[src/rtl/hazard_scoreboard.sv]
// In-order pipeline hazard scoreboard: tracks in-flight destinations, picks forwarding sources, stalls on unready results.
// Optional stall-cycle counter is built when HAZARD_SCOREBOARD_PERF_EN is defined.
module hazard_scoreboard #(
    parameter int REG_AW  = 4,
    parameter int DEPTH   = 3,
    parameter int ALU_RDY = 0,
    parameter int LD_RDY  = 1,
    parameter int SW      = $clog2(DEPTH + 1)
) (
    input  logic              Clk,
    input  logic              Rst,
    input  logic              id_valid,
    input  logic [REG_AW-1:0] id_src1,
    input  logic [REG_AW-1:0] id_src2,
    input  logic              id_use1,
    input  logic              id_use2,
    input  logic [REG_AW-1:0] id_dst,
    input  logic              id_regwrite,
    input  logic              id_memread,
    input  logic              flush,
    output logic              stall,
    output logic              issue,
    output logic [SW-1:0]     fwd_sel1,
    output logic [SW-1:0]     fwd_sel2,
    output logic [15:0]       stall_cnt
);

    logic [DEPTH-1:0]  ent_v;
    logic [DEPTH-1:0]  ent_we;
    logic [DEPTH-1:0]  ent_ld;
    logic [REG_AW-1:0] ent_dst [DEPTH];

    logic not_rdy1, not_rdy2, hazard;

    function automatic logic unready(input int k, input logic ld);
        return ld ? (k < LD_RDY) : (k < ALU_RDY);
    endfunction

    // Scan from oldest to youngest so the lowest-index (youngest) match wins.
    always_comb begin
        fwd_sel1 = '0;
        fwd_sel2 = '0;
        not_rdy1 = 1'b0;
        not_rdy2 = 1'b0;
        for (int k = DEPTH - 1; k >= 0; k--) begin
            if (ent_v[k] && ent_we[k] && id_use1 && (id_src1 != '0) && (ent_dst[k] == id_src1)) begin
                fwd_sel1 = SW'(k + 1);
                not_rdy1 = unready(k, ent_ld[k]);
            end
            if (ent_v[k] && ent_we[k] && id_use2 && (id_src2 != '0) && (ent_dst[k] == id_src2)) begin
                fwd_sel2 = SW'(k + 1);
                not_rdy2 = unready(k, ent_ld[k]);
            end
        end
    end

    assign hazard = not_rdy1 | not_rdy2;
    assign stall  = id_valid & hazard & ~flush;
    assign issue  = id_valid & ~stall & ~flush;

    // Stage boundary: table advances every edge, stage 0 takes the issued instruction or a bubble.
    always_ff @(posedge Clk) begin
        if (Rst) begin
            ent_v <= '0;
        end else begin
            ent_v <= {ent_v[DEPTH-2:0], issue};
        end
    end

    always_ff @(posedge Clk) begin
        ent_we     <= {ent_we[DEPTH-2:0], id_regwrite};
        ent_ld     <= {ent_ld[DEPTH-2:0], id_memread};
        ent_dst[0] <= id_dst;
        for (int k = 1; k < DEPTH; k++) begin
            ent_dst[k] <= ent_dst[k-1];
        end
    end

`ifdef HAZARD_SCOREBOARD_PERF_EN
    logic [15:0] cnt;

    function automatic logic [15:0] sat_inc(input logic [15:0] x);
        return (x == 16'hFFFF) ? x : x + 16'd1;
    endfunction

    always_ff @(posedge Clk) begin
        if (Rst) begin
            cnt <= '0;
        end else if (stall) begin
            cnt <= sat_inc(cnt);
        end
    end

    assign stall_cnt = cnt;
`else
    assign stall_cnt = '0;
`endif

endmodule
[config.mk]
export PLATFORM = sky130hd
export DESIGN_NAME = hazard_scoreboard
export DESIGN_NICKNAME = d
export VERILOG_FILES = /design/src/rtl/hazard_scoreboard.sv
export SDC_FILE = /design/constraint.sdc
export NUM_CORES = 1
export LEC_CHECK = 0
export ABC_AREA = 1
export BUFFER_PORTS_ARGS = -buffer_cell sky130_fd_sc_hd__buf_2
export CAP_MARGIN = 30
export CORE_UTILIZATION = 30
export CTS_BUF_LIST = sky130_fd_sc_hd__clkbuf_16
export DETAILED_ROUTE_END_ITERATION = 6
export GPL_TIMING_DRIVEN = 0
export MAX_ROUTING_LAYER = met4
export PLACE_DENSITY = 0.65
export SYNTH_ARGS = -nofsm -noshare
export SYNTH_HDL_FRONTEND = slang
export SYNTH_SLANG_ARGS = --single-unit
[constraint.sdc]
create_clock -name Clk -period 0.9 [get_ports Clk]
set_input_delay 0 -clock Clk [delete_from_list [all_inputs] [get_ports Clk]]
set_output_delay 0 -clock Clk [all_outputs]
set_load 0.03 [all_outputs]
Word-level counts from Yosys, hierarchy flattened --
Memory sizes are Yosys's and may differ from the RTL's. Index checks and enable logic that the tools add are counted.
Storage, ports and cells: memories 1, input port bits 20, word-level logic and storage cells 49, memory bits (writable) 12, register bits after elaboration 7, output and inout bits 22
Operators by class: reduce and logical (&&, ||, !) cells 23, equality and inequality tests 6, bitwise gates (word level) 7, mux-type cells 9
Memories:
- ent_dst | depth 3, bits a word 4, read ports 3, clocked after Yosys merged registers in 0, wr ports 3, RTL line 31 | logic [REG_AW-1:0] ent_dst [DEPTH];
Operator list (number):
- equality test 4 bit | 6
- logical AND 1 bit | 21
- two-way mux 2 bit | 6
- nonzero test 4 bit | 2
- bitwise AND 1 bit | 4
- two-way mux 1 bit | 3
- inverter 1 bit | 2
- OR 1 bit | 1

Longest topological paths before layout --
Gate-level depths: netlist of run 1.
depth in word-level cells 11, depth in mapped cells 10, mapped depth without buffers 10

Worst setup path after synthesis of run 1 --
Ideal clock, no wire load.
kind reg2out, start point mem ent_dst[2][2], in the netlist ent_dst[0][10], end point out fwd_sel1[1], cell stages (with the launch flop) 6, path slack -276 ps, buffers on the path 0, arrival 1176 ps, data required time 900 ps, cells stage by stage dfxtp_1 > xnor2_1 > nand3_1 > nor2_1 > nand2_1 > a21boi_1
RTL lines:
- start: declaration | RTL line 31
- end: declaration | RTL line 23 | output logic [SW-1:0] fwd_sel1,

==> flow_metrics.py, run 1 <==
metrics = {
    "route": {
        "drt_first_pass_iters": 4,
        "post_drt_wl_per_cell_um": 8.534,
        "num_vias": 1041,
        "dr.first_iter.drc_count": 26,
        "vias_per_cell": 3.914,
        "finalWirelength_mm": 2.270,
        "detail_route.drc_violations": 0,
        "antenna_left": 0,
    },
    "final_layout": {
        "fin_nets": 241,
        "fin_util_pct": 49.50,
        "diodes": 0,
        "final.fill_count": 334,
        "final-seq-area_um2": 401.6,
        "final_layout_size_suffix_gt1_share_pct": 49.09,
        "multi_input_area_um2": 636.9,
        "finalNonFillerCells": 266,
        "flow.area_growth_from_synthesis_pct": 54.49,
    },
    "power_and_ir_drop": {
        "power_uw": 2309,
        "share_comb_of_total_power_pct": 19.7,
        "p_seq_share_pct": 39.9,
        "netSwitchingFraction_pct": 27.51,
        "p_per_area_mw_per_mm2": 1376,
        "power.internal_uw": 1674,
        "proportion_of_power_drawn_by_the_clock_network_pct": 40.4,
        "net-switching-power_uw": 635.2,
        "p_leak_uw": 0.0009206,
        "power.ir.vdd_worst_mv": 1.817,
    },
    "grt": {
        "global_route.usage.total_pct": 12.47,
        "number_of_global_route_vias_before_repair": 911,
        "number_of_antenna_violations_at_the_first_check_in_global_routing": 0,
        "maximum_number_of_pins_on_one_net_before_global_route_repair": 13,
        "overflow": 0,
        "grt_first_pass_wirelength_mm": 3.650,
    },
    "logic_synthesis": {
        "synth-edff-count": 0,
        "ys_async_rst_share_pct": 0,
        "yosysMostFrequentCell": "sky130_fd_sc_hd__nand2_1",
        "netlist_top_cells_count": "sky130_fd_sc_hd__nand2_1, sky130_fd_sc_hd__inv_1, sky130_fd_sc_hd__dfxtp_1",
        "ys_ff_latch": 19,
        "synth_compound_gate_area_share_pct": 3.456,
        "synth_seq_area_share_pct": 35.02,
        "synth_area_mm2": 0.001086,
        "synthFlopType": "sky130_fd_sc_hd__dfxtp_1",
        "ranking_of_synthesized_cells_by_area": "sky130_fd_sc_hd__dfxtp_1, sky130_fd_sc_hd__nand2_1, sky130_fd_sc_hd__buf_4",
        "ys_warn_count": 0,
        "avgSynthCellArea_um2": 6.542,
        "synth_largest_type_area_fraction_pct": 35.02,
        "synth_area_leader_cell": "sky130_fd_sc_hd__dfxtp_1",
        "dominant_combinational_cell_family_by_area_after_synthesis": "simple AND/OR/NAND/NOR gates",
        "netlist-cell-type-count": 21,
        "synthesis.instances": 166,
        "post_synth_fa_ha_maj_area_fraction_pct": 0,
        "post_synth_and_or_nand_nor_area_fraction_pct": 34.22,
        "synth_xor_area_share_pct": 4.839,
        "synth_mux_area_share_pct": 0,
    },
    "setup_path": {
        "critical_path_class": "flip-flop to primary output",
        "cp_num_buf_inv": 3,
        "worst_setup_path_end_kind": "primary output",
        "largest_fanout_of_any_net_on_the_critical_path": 4,
        "timing.critical_path.mode_cell": "sky130_fd_sc_hd__nand2_2",
        "path_cells": "inv_2 > nand2_2 > nand2_2 > nor2_4 > nand3_2 > nand2_2 > nand2_2 > nand2_2 > inv_2 > buf_6",
        "timing.critical_path.required_ns": 0.90,
        "timing.critical_path.from_type": "flip-flop",
        "timing.critical_path.max_delay_family": "simple AND/OR/NAND/NOR gates",
        "critical_path.slowest_cell": "sky130_fd_sc_hd__dfxtp_4",
        "critPathMaxStageDelay_ns": 0.36,
        "crit_arrival_ns": 1.36,
    },
    "floorplanning": {
        "die_height_um": 62.17,
        "die_area_mm2": 0.003864,
        "rows": 21,
        "ios": 42,
        "initial_core_util_pct": 32.04,
        "dieWidth_um": 62.17,
        "coreArea_mm2": 0.003390,
    },
    "clocking": {
        "tritoncts_clock_tree": "built",
        "clk_pin_slew_worst_paths_ns": 0.06,
        "clock_path_buffers": 2,
        "clock_tree.htree_level_count": 1,
        "cts_buffer_count": 3,
        "clock_tree.root_cell": "sky130_fd_sc_hd__clkbuf_16",
        "insertion_delay_ns": 0.25,
        "clock-sinks": 19,
    },
    "place": {
        "place_inst": 252,
        "place.port_buffers": 25,
        "replace_congestion": 0.8863,
        "dp_hpwl_mm": 1.775,
        "placement.setup.worst_slack_ns": -0.3288,
    },
    "timing": {
        "finalClockSkew_ns": 0.0009667,
        "timing.fmax_mhz": 734.3,
        "report.final.slew_viol_count": 0,
        "fraction_of_the_cycle_the_final_worst_path_needs_pct": 151.3,
        "finalSetupTns_ns": -2.892,
        "finalHoldViolCount": 0,
        "grt_setup_unrepaired": "true",
        "layout_min_cycle_time_ns": 1.362,
        "setup-violations-final": 7,
        "worst_slack_ns": -0.4619,
    },
    "outcome": {
        "status": "complete, but fails checks",
        "violations": "negative setup slack",
    },
    "run": {
        "maximum_capacitance_violations": 0,
    },
    "worst_hold_path": {
        "holdCritPathClass": "input pin to flip-flop",
    },
}
## flip-flops by register name (all words and copies together) (netlist names)
signal   count
ent_we       3
ent_v        3
ent_dst     12
ent_ld       1
## layout by cell type, fill, tap and decap left out, types with 2 or more instances in the layout
cell type                       count
sky130_fd_sc_hd__a21boi_4           2
sky130_fd_sc_hd__buf_2             19
sky130_fd_sc_hd__buf_4             18
sky130_fd_sc_hd__buf_6              7
sky130_fd_sc_hd__clkbuf_16          3
sky130_fd_sc_hd__conb_1            16
sky130_fd_sc_hd__dfxtp_1            6
sky130_fd_sc_hd__dfxtp_2           11
sky130_fd_sc_hd__dfxtp_4            2
sky130_fd_sc_hd__dlygate4sd3_1      7
sky130_fd_sc_hd__inv_1             19
sky130_fd_sc_hd__inv_2             13
sky130_fd_sc_hd__nand2_1           37
sky130_fd_sc_hd__nand2_2           16
sky130_fd_sc_hd__nand3_1            4
sky130_fd_sc_hd__nand3_2            3
sky130_fd_sc_hd__nand4_1            3
sky130_fd_sc_hd__nor2_1            13
sky130_fd_sc_hd__nor2_2             5
sky130_fd_sc_hd__nor2_4             2
sky130_fd_sc_hd__o22ai_1            2
sky130_fd_sc_hd__xor2_1             3
## per-layer routing
layer | GRT usage (%) | part of all wire (%) | up-vias
met5 | - | 0 | -
met1 | 12.74 | 44 | 443
met2 | 22.25 | 49 | 29
met3 | 4.596 | 5.7 | 4
met4 | 3.488 | 1.1 | 0
li1 | - | - | 565
## kinds of logic after synthesis
family                    after synthesis
xor gates and xnor gates                6
buffers and inverters                  48
AOI/OAI and AO/OA                       6
and+or+nand+nor                        86
other                                   1
DFF                                    19
## power by group through the flow
stage                     clock network, µW  logic [µW]  registers (µW)
after global routing                   1010         493             927
after floorplan                           0         284             930
after detailed placement                  0         380             938
after global placement                    0         376             936
after CTS                               960         428             924
final                                   933         454             922
## repair_timing
item                                   in CTS  in global routing
setup endpoints to repair                   7                  7
cloned                                      0                  0
setup buffers                               3                  0
endpoints found under the hold margin       9                  0
hold buffers                                7                  0
pin swaps                                  14                 15
gates resized for setup                    28                 20
## through the flow
| step | area (µm²) | hold WS (ns) |
|---|---|---|
| detailed placement | 1371 | 0.1036 |
| global route | 1678 | 0.1348 |
| CTS | 1622 | 0.1102 |
| finish | 1678 | 0.1138 |
| floorplan | 1189 | 0.02772 |
| global placement | 1371 | 0.1022 |
## layout make-up
type | instances | area share, %
Clock inverter | 1 | 0.4474
Tap cell | 46 | 3.430
Clock buffer | 3 | 4.474
Timing Repair Buffer | 35 | 15.44
Buffer | 16 | 7.159
Sequential cell | 19 | 23.94
Multi-Input combinational cell | 114 | 37.96
Inverter | 32 | 7.159
## tightest hold or removal path, delay by kind of cell
kind / cells / cell delay (ns)
and+or+nand+nor: 3 / 0.16
buffers and inverters: 2 / 0.18
## final timing paths
check	startpoint	endpoint	slack, ns	cells after the start
worst max-delay path	ent_dst[0][3]$_DFF_P_	issue	-0.46	10
worst min-delay path	flush	ent_v[0]$_SDFF_PP0_	0.11	5
worst max register to register	ent_dst[0][3]$_DFF_P_	ent_v[0]$_SDFF_PP0_	-0.29	10
worst min register to register	ent_we[0]$_DFF_P_	ent_we[1]$_DFF_P_	0.35	0
(Power assumes the default switching activity.)
==> run 2: changes to the inputs <==
Settings changed: BUFFER_PORTS_ARGS -buffer_cell sky130_fd_sc_hd__buf_2 to unset, DONT_BUFFER_PORTS set to 1, PLACE_DENSITY 0.65 to 0.54, SKIP_LAST_GASP set to 1.
Clock period 0.9 ns to 1.54 ns, I/O delays scaled along.
==> flow_metrics.py, run 2 (synthesis gave the netlist of run 1 again) <==
metrics = {
    "outcome": {
        "status": "finished clean",
    },
    "setup_path": {
        "worst_setup_path_end_kind": "primary output",
        "critical_path_class": "flip-flop to primary output",
        "r2r_cells": 9,
        "critPathMaxStageDelay_ns": 0.35,
        "critical_path.slowest_cell": "sky130_fd_sc_hd__dfxtp_1",
        "worst_r2r_startpoint": "ent_dst[0][0]$_DFF_P_",
        "path_cells": "xnor2_1 > nand3_1 > nor2_2 > nand2_1 > a21boi_4",
        "crit_arrival_ns": 1.41,
        "worst-r2r-setup-slack_ns": 0.40,
        "reg2reg_to": "ent_v[0]$_SDFF_PP0_",
        "timing.critical_path.from_type": "flip-flop",
        "timing.critical_path.required_ns": 1.54,
        "largest_fanout_of_any_net_on_the_critical_path": 2,
    },
    "power_and_ir_drop": {
        "p_leak_uw": 0.0007921,
        "p_per_area_mw_per_mm2": 911.8,
        "power_uw": 1271,
        "power.ir.vdd_worst_mv": 0.5298,
    },
    "clocking": {
        "clk_pin_slew_worst_paths_ns": 0.05,
        "clock-sinks": 19,
        "cts_buffer_count": 3,
        "clock_tree.htree_level_count": 1,
        "tritoncts_clock_tree": "built",
        "cts.repair_timing.setup_buffer_count": 0,
        "clock_tree.root_cell": "sky130_fd_sc_hd__clkbuf_16",
        "insertion_delay_ns": 0.25,
        "clock_path_buffers": 2,
    },
    "worst_hold_path": {
        "holdCritPathClass": "input pin to flip-flop",
        "min-delay-start": "id_use2",
        "worst_hold_path.num_cells": 7,
        "worst_hold_path.endpoint": "ent_v[0]$_SDFF_PP0_",
    },
    "timing": {
        "setup-violations-final": 0,
        "timing.fmax_mhz": 708.9,
        "layout_min_cycle_time_ns": 1.411,
        "worst_slack_ns": 0.1293,
        "fraction_of_the_cycle_the_final_worst_path_needs_pct": 91.61,
        "finalClockSkew_ns": 0.001464,
        "finalHoldViolCount": 0,
        "grt_setup_unrepaired": "true",
        "report.final.slew_viol_count": 0,
    },
    "final_layout": {
        "diodes": 0,
        "final_layout_size_suffix_gt1_share_pct": 19.59,
        "layout_commonest_cell": "sky130_fd_sc_hd__nand2_1",
        "fin_nets": 215,
        "final.fill_count": 365,
        "layout.cells.most_common_list": "sky130_fd_sc_hd__nand2_1, sky130_fd_sc_hd__inv_1, sky130_fd_sc_hd__dfxtp_1",
        "largest_register": "ent_dst",
        "max_reg_flops": 12,
        "reg_top3": "ent_dst x12, ent_v x3, ent_we x3",
        "flow.area_growth_from_synthesis_pct": 28.34,
    },
    "route": {
        "vias_per_cell": 3.900,
        "highest-signal-layer": "met4",
        "dr.first_iter.drc_count": 25,
        "dr_wl_met3_um": 154,
        "post_drt_wl_per_cell_um": 8.813,
        "drt_first_pass_iters": 4,
        "antenna_left": 0,
        "finalWirelength_mm": 2.115,
        "met2RoutedLength_um": 882,
        "detail_route.drc_violations": 0,
        "num_vias": 936,
        "routedLengthMet1_mm": 1.037,
    },
    "place": {
        "replace_congestion": 0.7360,
        "placement.setup.worst_slack_ns": 0.1682,
        "place.port_buffers": 0,
        "dp_hpwl_mm": 1.731,
    },
    "floorplanning": {
        "initial_core_util_pct": 32.04,
        "dieWidth_um": 62.17,
        "die_height_um": 62.17,
        "die_area_mm2": 0.003864,
        "ios": 42,
        "rows": 21,
        "coreArea_mm2": 0.003390,
    },
    "run": {
        "maximum_capacitance_violations": 0,
    },
    "grt": {
        "maximum_number_of_pins_on_one_net_before_global_route_repair": 13,
        "grt_first_pass_wirelength_mm": 3.491,
        "global_route.usage.total_pct": 11.86,
        "overflow": 0,
        "number_of_antenna_violations_at_the_first_check_in_global_routing": 0,
        "number_of_global_route_vias_before_repair": 830,
    },
}
## run 2: cell count changes in the layout (fill, tap and decap cells not counted), sizes merged
cell / change
buf: -28
dlygate4sd3: +2
## run 2: worst max-delay path by stage
stage | start | to | slack (ns) | depth (start not counted)
global placement | ent_dst[0][10]$_DFF_P_ | fwd_sel1[1] | 0.17 | 5
CTS | ent_dst[0][10]$_DFF_P_ | fwd_sel1[1] | 0.03 | 5
global route | ent_dst[0][3]$_DFF_P_ | stall | -0.01 | 8
detailed placement | ent_dst[0][10]$_DFF_P_ | fwd_sel1[1] | 0.17 | 5
finish | ent_dst[0][10]$_DFF_P_ | fwd_sel1[1] | 0.13 | 5
floorplan | ent_dst[0][10]$_DFF_P_ | fwd_sel1[1] | 0.36 | 5
## run 2: power breakdown
group          switching (µW)  internal (µW)  total [µW]
Combinational             116           82.8         199
Clock                     187            351         538
Sequential               17.6            517         534
## run 2: metrics by stage
stage	instances	utilization (%)	setup TNS, ns	hold WS (ns)	cell area, µm²
5_1_grt	240	41.12	-0.03603	0.2543	1394
4_1_cts	240	40.72	0	0.2028	1380
3_3_place_gp	227	35.40	0	0.02775	1200
2_1_floorplan	181	-	0	0.02772	1142
6_report	240	41.12	0	0.2048	1394
3_5_place_dp	227	35.40	0	0.02775	1200
## run 2: what timing repair did
| action | CTS | global route |
|---|---|---|
| pin swaps | 0 | 1 |
| gates resized for setup | 2 | 3 |
| hold buffers | 9 | 0 |
| endpoints found under the setup margin | 2 | 2 |
| endpoints found under the hold margin | 9 | 0 |
## run 2: layout make-up
class	instances	area (µm²)	area share (%)
sequential	19	380.4	27.29
buffer	16	120.1	8.618
multi-input combinational	114	543.0	38.96
clock buffer	3	75.07	5.386
clock inverter	1	7.507	0.5386
inverter	32	120.1	8.618
timing repair buffer	9	90.09	6.463
tap	46	57.56	4.129
## run 2: critical path, delay by kind of cell, from the launching register on
kind | cells | cell delay, ns
AO/OA/AOI/OAI | 1 | 0.28
AND/OR/NAND/NOR | 3 | 0.39
flip-flops | 1 | 0.35
XOR/XNOR | 1 | 0.12
## run 2: per-layer routing
metal	global-route usage [%]	vias up
li1	-	518
met4	5.233	0
met1	14.62	381
met5	-	-
met3	4.044	5
met2	17.45	32
